==> config.mk <==
export PLATFORM = sky130hd
export DESIGN_NAME = mem_port_arbiter_flat
export DESIGN_NICKNAME = d
export VERILOG_FILES = /design/src/rtl/mem_port_arbiter_if.sv /design/src/rtl/mem_port_arbiter.sv /design/src/flat_wrapper.sv
export SDC_FILE = /design/constraint.sdc
export NUM_CORES = 1
export LEC_CHECK = 0
export CELL_PAD_IN_SITES_DETAIL_PLACEMENT = 2
export CELL_PAD_IN_SITES_GLOBAL_PLACEMENT = 2
export CORE_AREA = 8 8 108 110
export CTS_CLUSTER_SIZE = 14
export DETAILED_ROUTE_END_ITERATION = 10
export DIE_AREA = 0 0 116 118
export DONT_BUFFER_PORTS = 1
export PLACE_DENSITY = 0.88
export SLEW_MARGIN = 20
export SYNTH_ARGS = -nofsm -noshare
export SYNTH_HDL_FRONTEND = slang
export SYNTH_SLANG_ARGS = --single-unit
==> constraint.sdc <==
create_clock -name clk -period 2.7 [get_ports clk]
set_input_delay 0.135 -clock clk [delete_from_list [all_inputs] [get_ports clk]]
set_output_delay 0.135 -clock clk [all_outputs]
set_load 0.05 [all_outputs]
==> src/rtl/mem_port_arbiter_if.sv <==
// Bus bundle between the requesting ports, the arbiter and the memory.
// The arbiter uses the slave view. The port/memory environment uses the master view.
interface mem_port_arbiter_if #(
    parameter int NPORTS = 4,
    parameter int AW     = 22
);
    logic [NPORTS-1:0]    read_request;
    logic [NPORTS-1:0]    write_request;
    logic [NPORTS*AW-1:0] port_addr;
    logic [NPORTS*32-1:0] port_wdata;
    logic [NPORTS-1:0]    grant;
    logic [NPORTS-1:0]    port_ready;
    logic                 mem_rd;
    logic                 mem_wr;
    logic [AW-1:0]        mem_addr;
    logic [31:0]          mem_wdata;
    logic                 mem_done;
    logic                 timeout_err;

    modport slave (
        input  read_request, write_request, port_addr, port_wdata, mem_done,
        output grant, port_ready, mem_rd, mem_wr, mem_addr, mem_wdata, timeout_err
    );

    modport master (
        output read_request, write_request, port_addr, port_wdata, mem_done,
        input  grant, port_ready, mem_rd, mem_wr, mem_addr, mem_wdata, timeout_err
    );
endinterface

==> src/rtl/mem_port_arbiter.sv <==
// Arbitrates NPORTS request ports onto one memory port, using fixed-priority or round-robin selection.
// A grant tenure allows bounded bursts. A BUSY watchdog aborts a transfer when memory does not answer.
module mem_port_arbiter #(
    parameter int NPORTS    = 4,
    parameter int AW        = 22,
    parameter int RR_MODE   = 0,
    parameter int BURST_MAX = 4,
    parameter int TIMEOUT   = 255
) (
    input logic                 clk,
    input logic                 rst_n,
    mem_port_arbiter_if.slave   bus
);
    localparam int PW = (NPORTS > 1) ? $clog2(NPORTS) : 1;
    localparam logic [3:0] BURST_LIM = 4'(BURST_MAX);
    localparam logic [7:0] TMO_LAST  = 8'(TIMEOUT - 1);

    typedef enum logic [1:0] {IDLE, BUSY, GAP} state_e;

    state_e            state_q;
    logic [NPORTS-1:0] grant_q;
    logic [NPORTS-1:0] ready_q;
    logic              mem_rd_q;
    logic              mem_wr_q;
    logic              timeout_err_q;
    logic [3:0]        beat_q;
    logic [7:0]        tmo_q;
    logic [PW-1:0]     rr_ptr_q;
    logic [PW-1:0]     win_q;

    logic [NPORTS-1:0] req;
    logic [PW-1:0]     pick;
    logic [PW-1:0]     win_next;
    logic              win_req;
    logic              win_wr;
    logic [AW-1:0]     mux_addr;
    logic [31:0]       mux_wdata;

    // NOTE: every always_comb output gets a default first, so no path can leave it unassigned (no latch).
    always_comb begin
        req  = bus.read_request | bus.write_request;
        pick = '0;
        if (RR_MODE != 0) begin
            // Walk downward so that the requester closest at or above rr_ptr is assigned last.
            for (int k = NPORTS - 1; k >= 0; k--) begin
                if (req[(int'(rr_ptr_q) + k) % NPORTS]) pick = PW'((int'(rr_ptr_q) + k) % NPORTS);
            end
        end else begin
            for (int i = 0; i < NPORTS; i++) begin
                if (req[i]) pick = PW'(i);
            end
        end
    end

    always_comb begin
        win_next = (int'(win_q) == NPORTS - 1) ? '0 : win_q + PW'(1);
        win_req  = req[win_q];
        win_wr   = bus.write_request[win_q];
    end

    always_comb begin
        mux_addr  = '0;
        mux_wdata = '0;
        for (int i = 0; i < NPORTS; i++) begin
            if (grant_q[i]) begin
                mux_addr  = mux_addr  | bus.port_addr[i*AW +: AW];
                mux_wdata = mux_wdata | bus.port_wdata[i*32 +: 32];
            end
        end
    end

    // NOTE: sequential state uses non-blocking assignments only, so every register samples pre-edge values.
    always_ff @(posedge clk or negedge rst_n) begin
        if (!rst_n) begin
            state_q       <= IDLE;
            grant_q       <= '0;
            ready_q       <= '0;
            mem_rd_q      <= 1'b0;
            mem_wr_q      <= 1'b0;
            timeout_err_q <= 1'b0;
            beat_q        <= '0;
            tmo_q         <= '0;
            rr_ptr_q      <= '0;
            win_q         <= '0;
        end else begin
            ready_q <= '0;
            case (state_q)
                IDLE: begin
                    if (|req) begin
                        grant_q  <= NPORTS'(1) << pick;
                        win_q    <= pick;
                        mem_wr_q <= bus.write_request[pick];
                        mem_rd_q <= !bus.write_request[pick];
                        beat_q   <= '0;
                        tmo_q    <= '0;
                        state_q  <= BUSY;
                    end
                end
                BUSY: begin
                    if (bus.mem_done) begin
                        mem_rd_q <= 1'b0;
                        mem_wr_q <= 1'b0;
                        ready_q  <= grant_q;
                        beat_q   <= beat_q + 4'd1;
                        state_q  <= GAP;
                    end else if (tmo_q == TMO_LAST) begin
                        mem_rd_q      <= 1'b0;
                        mem_wr_q      <= 1'b0;
                        timeout_err_q <= 1'b1;
                        grant_q       <= '0;
                        rr_ptr_q      <= win_next;
                        state_q       <= IDLE;
                    end else begin
                        tmo_q <= tmo_q + 8'd1;
                    end
                end
                GAP: begin
                    if (win_req && (beat_q < BURST_LIM)) begin
                        mem_wr_q <= win_wr;
                        mem_rd_q <= !win_wr;
                        tmo_q    <= '0;
                        state_q  <= BUSY;
                    end else begin
                        grant_q  <= '0;
                        rr_ptr_q <= win_next;
                        state_q  <= IDLE;
                    end
                end
                default: state_q <= IDLE;
            endcase
        end
    end

    assign bus.grant       = grant_q;
    assign bus.port_ready  = ready_q;
    assign bus.mem_rd      = mem_rd_q;
    assign bus.mem_wr      = mem_wr_q;
    assign bus.mem_addr    = mux_addr;
    assign bus.mem_wdata   = mux_wdata;
    assign bus.timeout_err = timeout_err_q;
endmodule

==> src/flat_wrapper.sv <==
// flat-port wrapper written by rule: the top's interface ports become plain ports
module mem_port_arbiter_flat 
#(
    parameter int NPORTS    = 4,
    parameter int AW        = 22,
    parameter int RR_MODE   = 0,
    parameter int BURST_MAX = 4,
    parameter int TIMEOUT   = 255
)
  (clk, rst_n, bus_read_request, bus_write_request, bus_port_addr, bus_port_wdata, bus_mem_done, bus_grant, bus_port_ready, bus_mem_rd, bus_mem_wr, bus_mem_addr, bus_mem_wdata, bus_timeout_err);
  mem_port_arbiter_if #(.NPORTS(NPORTS), .AW(AW)) bus_i ();
  input logic clk;
  input logic rst_n;
  input wire logic [$bits(bus_i.read_request)-1:0] bus_read_request;
  input wire logic [$bits(bus_i.write_request)-1:0] bus_write_request;
  input wire logic [$bits(bus_i.port_addr)-1:0] bus_port_addr;
  input wire logic [$bits(bus_i.port_wdata)-1:0] bus_port_wdata;
  input wire logic [$bits(bus_i.mem_done)-1:0] bus_mem_done;
  output wire logic [$bits(bus_i.grant)-1:0] bus_grant;
  output wire logic [$bits(bus_i.port_ready)-1:0] bus_port_ready;
  output wire logic [$bits(bus_i.mem_rd)-1:0] bus_mem_rd;
  output wire logic [$bits(bus_i.mem_wr)-1:0] bus_mem_wr;
  output wire logic [$bits(bus_i.mem_addr)-1:0] bus_mem_addr;
  output wire logic [$bits(bus_i.mem_wdata)-1:0] bus_mem_wdata;
  output wire logic [$bits(bus_i.timeout_err)-1:0] bus_timeout_err;
  assign bus_i.read_request = bus_read_request;
  assign bus_i.write_request = bus_write_request;
  assign bus_i.port_addr = bus_port_addr;
  assign bus_i.port_wdata = bus_port_wdata;
  assign bus_i.mem_done = bus_mem_done;
  assign bus_grant = bus_i.grant;
  assign bus_port_ready = bus_i.port_ready;
  assign bus_mem_rd = bus_i.mem_rd;
  assign bus_mem_wr = bus_i.mem_wr;
  assign bus_mem_addr = bus_i.mem_addr;
  assign bus_mem_wdata = bus_i.mem_wdata;
  assign bus_timeout_err = bus_i.timeout_err;
  mem_port_arbiter #(.NPORTS(NPORTS), .AW(AW), .RR_MODE(RR_MODE), .BURST_MAX(BURST_MAX), .TIMEOUT(TIMEOUT)) u_core (.clk(clk), .rst_n(rst_n), .bus(bus_i));
endmodule
==> summary.txt <==
CTS
  – Clk Tree Root Cell: clkbuf_8
  – # hold bufs at CTS: 2
  – H-tree Lvls: 1
  – Post-CTS setup buffer count: 0
  – CTS sink cnt: 27
  – Clock Latency Late Sink: 0.28 ns
  – Maximum buffer depth of the clock tree: 2
  – CTS clock-pin slew for the worst setup and hold paths: 0.10 ns
  – TritonCTS clock tree: built
  – Cts repair resizes: 0
  – Cts bufs inserted: 3

Global route
  – Initial antenna violation count: 5
  – Global-route wire length before repair: 22,700 um
  – Vias in the first global route: 3,380
  – GR Overflow Total: 0
  – Largest net degree at the start of global routing: 58
  – GRT Total Usage: 21.7%

Logic synthesis
  – Cell taking the most area after synthesis: a22oi_1
  – Simple logic cell fraction of the synthesized area: 19.6%
  – Mux cell area share after synthesis: 3.70%
  – Area contributors post-synth: a22oi_1 (30%), dfrtp_1 (25%), nand2_1 (9.3%)
  – Syn Area/Cell: 7.59 um^2
  – Post-synth EDFFs: 0
  – Post-synth ARST share: 100%
  – Post-Syn Instances: 361
  – Mapped cell area: 2740 um^2
  – Yosys warns: 0
  – Library cells used by synthesis: 48
  – Count of state elements after synthesis: 27
  – Fraction of the mapped netlist area in adder cells: 3.65%
  – Xor and xnor fraction of the mapped netlist area: 1.28%
  – Share of Yosys cell area claimed by the top area cell type: 29.6%
  – Compound-Gate Fraction of Synth Area: 41.7%
  – Sequential share of the synthesized area: 24.7%
  – Largest family of logic cells by synthesized area: compound AO/OA/AOI/OAI gates
  – Ys flop type: dfrtp_1
  – Synthesized net count: 596

Routing
  – DR WL/cell: 33.2 um
  – First DRT Iteration DRCs: 306
  – DRC violations left: 0
  – Final ANT Viol Nets: 0
  – Initial DRT Pass Iterations: 4
  – Vias per Instance: 6.39
  – Post-Route WL: 16,200 um
  – Via count: 3,104

Floorplan
  – CORE AREA: 10000 um^2
  – Die width: 116 um
  – Num rows: 37
  – Die height: 118 um
  – Initial Utilization: 27.4%
  – Die ar.: 13,700 um^2
  – Boundary pin count: 292

Final layout
  – Layout cells sized above 1: 7.78%
  – Final std cells w/o fill: 486
  – Final Util: 29.7%
  – Area Overhead vs Synth: 8.45%
  – Multi-input logic area: 1920 um^2
  – Reg area: 681 um^2
  – Final Cell Area: 2970 um^2
  – NumNets Final: 583
  – Fill count: 1,167

Pwr
  – Maximum VDD drop: 0.000442 V
  – Clock share of power: 5.8%
  – Pint: 1210 uW
  – Register share of total power: 18.1%
  – PwrDens: 1400 nW/um^2
  – Logic pwr share: 76.2%
  – Net Sw Power: 2950 uW
  – Leak: 0.00124 uW
  – Sw frac: 70.9%

Flow run
  – Max cap viols: 0

Place
  – GPL Wtd Cong: 0.915
  – Post-Place Cells: 476
  – Port bufs: 0
  – Final HPWL DP: 13,600 um
  – Setup WS pre-CTS: 0.341 ns
  – Placed Area: 2880 um^2

Min path
  – Hold worst-path end: u_core.bus.port_ready[2]
  – Hold path depth: 1
  – Worst min path class: in2reg
  – Startpoint of the worst hold path: bus_mem_done

STA
  – Worst Tran Pin Value: 1.03 ns
  – Hold Vio Cnt, Final: 0
  – Worst slew margin: 31.4%
  – Post-layout min period: 2.43 ns
  – Final Setup Violations: 0
  – Max Fclk: 412 MHz
  – RSZ-0062 raised after global routing: false
  – Fin. max-slew vios: 0
  – Setup Skew: 0.00691 ns
  – Final WS setup: 0.271 ns
  – Tcrit/Tclk final: 90.0%
  – Setup TNS: 0 ns

Critical path
  – CP Max Fanout: 17
  – Critical path required time: 2.84 ns
  – Critical Path Sink Type: register
  – Worst endpoint data arrival time: 2.57 ns
  – RR Endpoint: u_core.tmo_q[5]
  – Worst r2r src: u_core.state_q[1]
  – CP Launch Type: register
  – Flop-to-flop setup slack: 0.27 ns
  – Worst Path Class, Setup: reg2reg
  – FF-to-FF path depth: 6

Run status
  – Run status: finished, final reports clean
[critical path, cell delays in order, from the launching register on]
cell and delay [ns]:
dfrtp_1 0.45, inv_1 0.14, ha_1 0.58, nand4_1 0.25
o211ai_2 0.37, or2_1 0.34, o211ai_1 0.17
[power groups by stage]
stage	Sequential [uW]	Combinational [uW]	Clock, uW
after detailed placement	760	3160	0
after global routing	770	3330	257
final	751	3170	241
after global placement	748	3040	0
after floorplan	714	2660	0
after CTS	748	3180	248
[worst max-delay path by stage]
stage | startpoint | slack, ns | endpoint
2_1_floorplan | u_core.bus.grant[2] | 0.86 | bus_mem_wdata[10]
3_3_place_gp | u_core.state_q[1] | 0.64 | u_core.tmo_q[5]
3_5_place_dp | u_core.state_q[1] | 0.34 | u_core.tmo_q[2]
4_1_cts | u_core.state_q[1] | 0.27 | u_core.tmo_q[5]
5_1_grt | u_core.state_q[1] | 0.14 | u_core.bus.mem_wr
6_report | u_core.state_q[1] | 0.27 | u_core.tmo_q[5]
[flip-flops by register name (all words and copies together), names as in the netlist]
register                flops
u_core.bus.grant            4
u_core.bus.port_ready       4
u_core.beat_q               4
u_core.bus.timeout_err      1
u_core.tmo_q                8
u_core.state_q              2
u_core.win_q                2
u_core.bus.mem_rd           1
u_core.bus.mem_wr           1
[metal layers]
| metal | up-vias | global-route usage (%) | routed length [um] |
|---|---|---|---|
| met5 | - | 0 | 39 |
| met4 | 6 | 4.14 | 263 |
| met3 | 20 | 8.21 | 1820 |
| met2 | 167 | 38.3 | 8120 |
| met1 | 1539 | 23.9 | 5910 |
| li1 | 1372 | - | - |
[metrics by stage]
step	hold slack, ns	total power, uW
global route	0.0138	4360
finish	0.0125	4160
floorplan	-0.161	3380
global placement	-0.160	3790
CTS	0.00114	4180
detailed placement	-0.160	3920
[Yosys cell counts (all sizes together) (2+ instances only)]
master / count
nand3b: 2
nor3: 6
a221o: 3
nand2: 68
inv: 8
nor2: 13
or2: 3
a21oi: 7
nor4: 2
nand2b: 2
o211ai: 5
o21ai: 18
xor2: 2
o31a: 2
dfrtp: 27
a22o: 2
a22oi: 108
buf: 6
and3: 4
nand3: 7
a21boi: 2
xnor2: 2
clkbuf: 24
mux2: 7
ha: 8
o31ai: 6
or4: 3
nand4: 3
[placed cells by master, fill, tap and decap left out, drive strengths merged, types with 2 or more instances in the layout]
cell type    instances
or2                  3
a21boi               2
nand2b               2
nand2               68
ha                   8
dfrtp               27
or4                  3
nor4                 2
nand4                3
and3                 4
o31a                 2
dlygate4sd3          2
a221o                3
buf                 10
o211ai               5
nor3                 6
o31ai                6
o21ai               18
nor2                13
xor2                 2
inv                  8
a22oi              108
a22o                 2
a21oi                7
nand3b               2
diode                3
mux2                 7
nand3                7
clkbuf               3
xnor2                2
[area by class of cell]
| type | count | share of cell area, % |
|---|---|---|
| Multi-Input combinational cell | 296 | 64.5 |
| Sequential cell | 27 | 22.9 |
| Tap cell | 136 | 5.73 |
| Timing Repair Buffer | 12 | 4.04 |
| Clock buffer | 3 | 1.39 |
| Inverter | 8 | 1.01 |
| Antenna cell | 3 | 0.253 |
| Clock inverter | 1 | 0.168 |
[kinds of logic (layout without fill, tap and decap cells)]
logic type / after synthesis / after routing
compound gates: 158 / 158
simple gates: 118 / 118
buf+inv: 38 / 24
flops: 27 / 27
fa+ha+maj: 8 / 8
mux: 8 / 8
xor+xnor: 4 / 4
other cells: 0 / 3
Power figures use the tool's default switching activity.
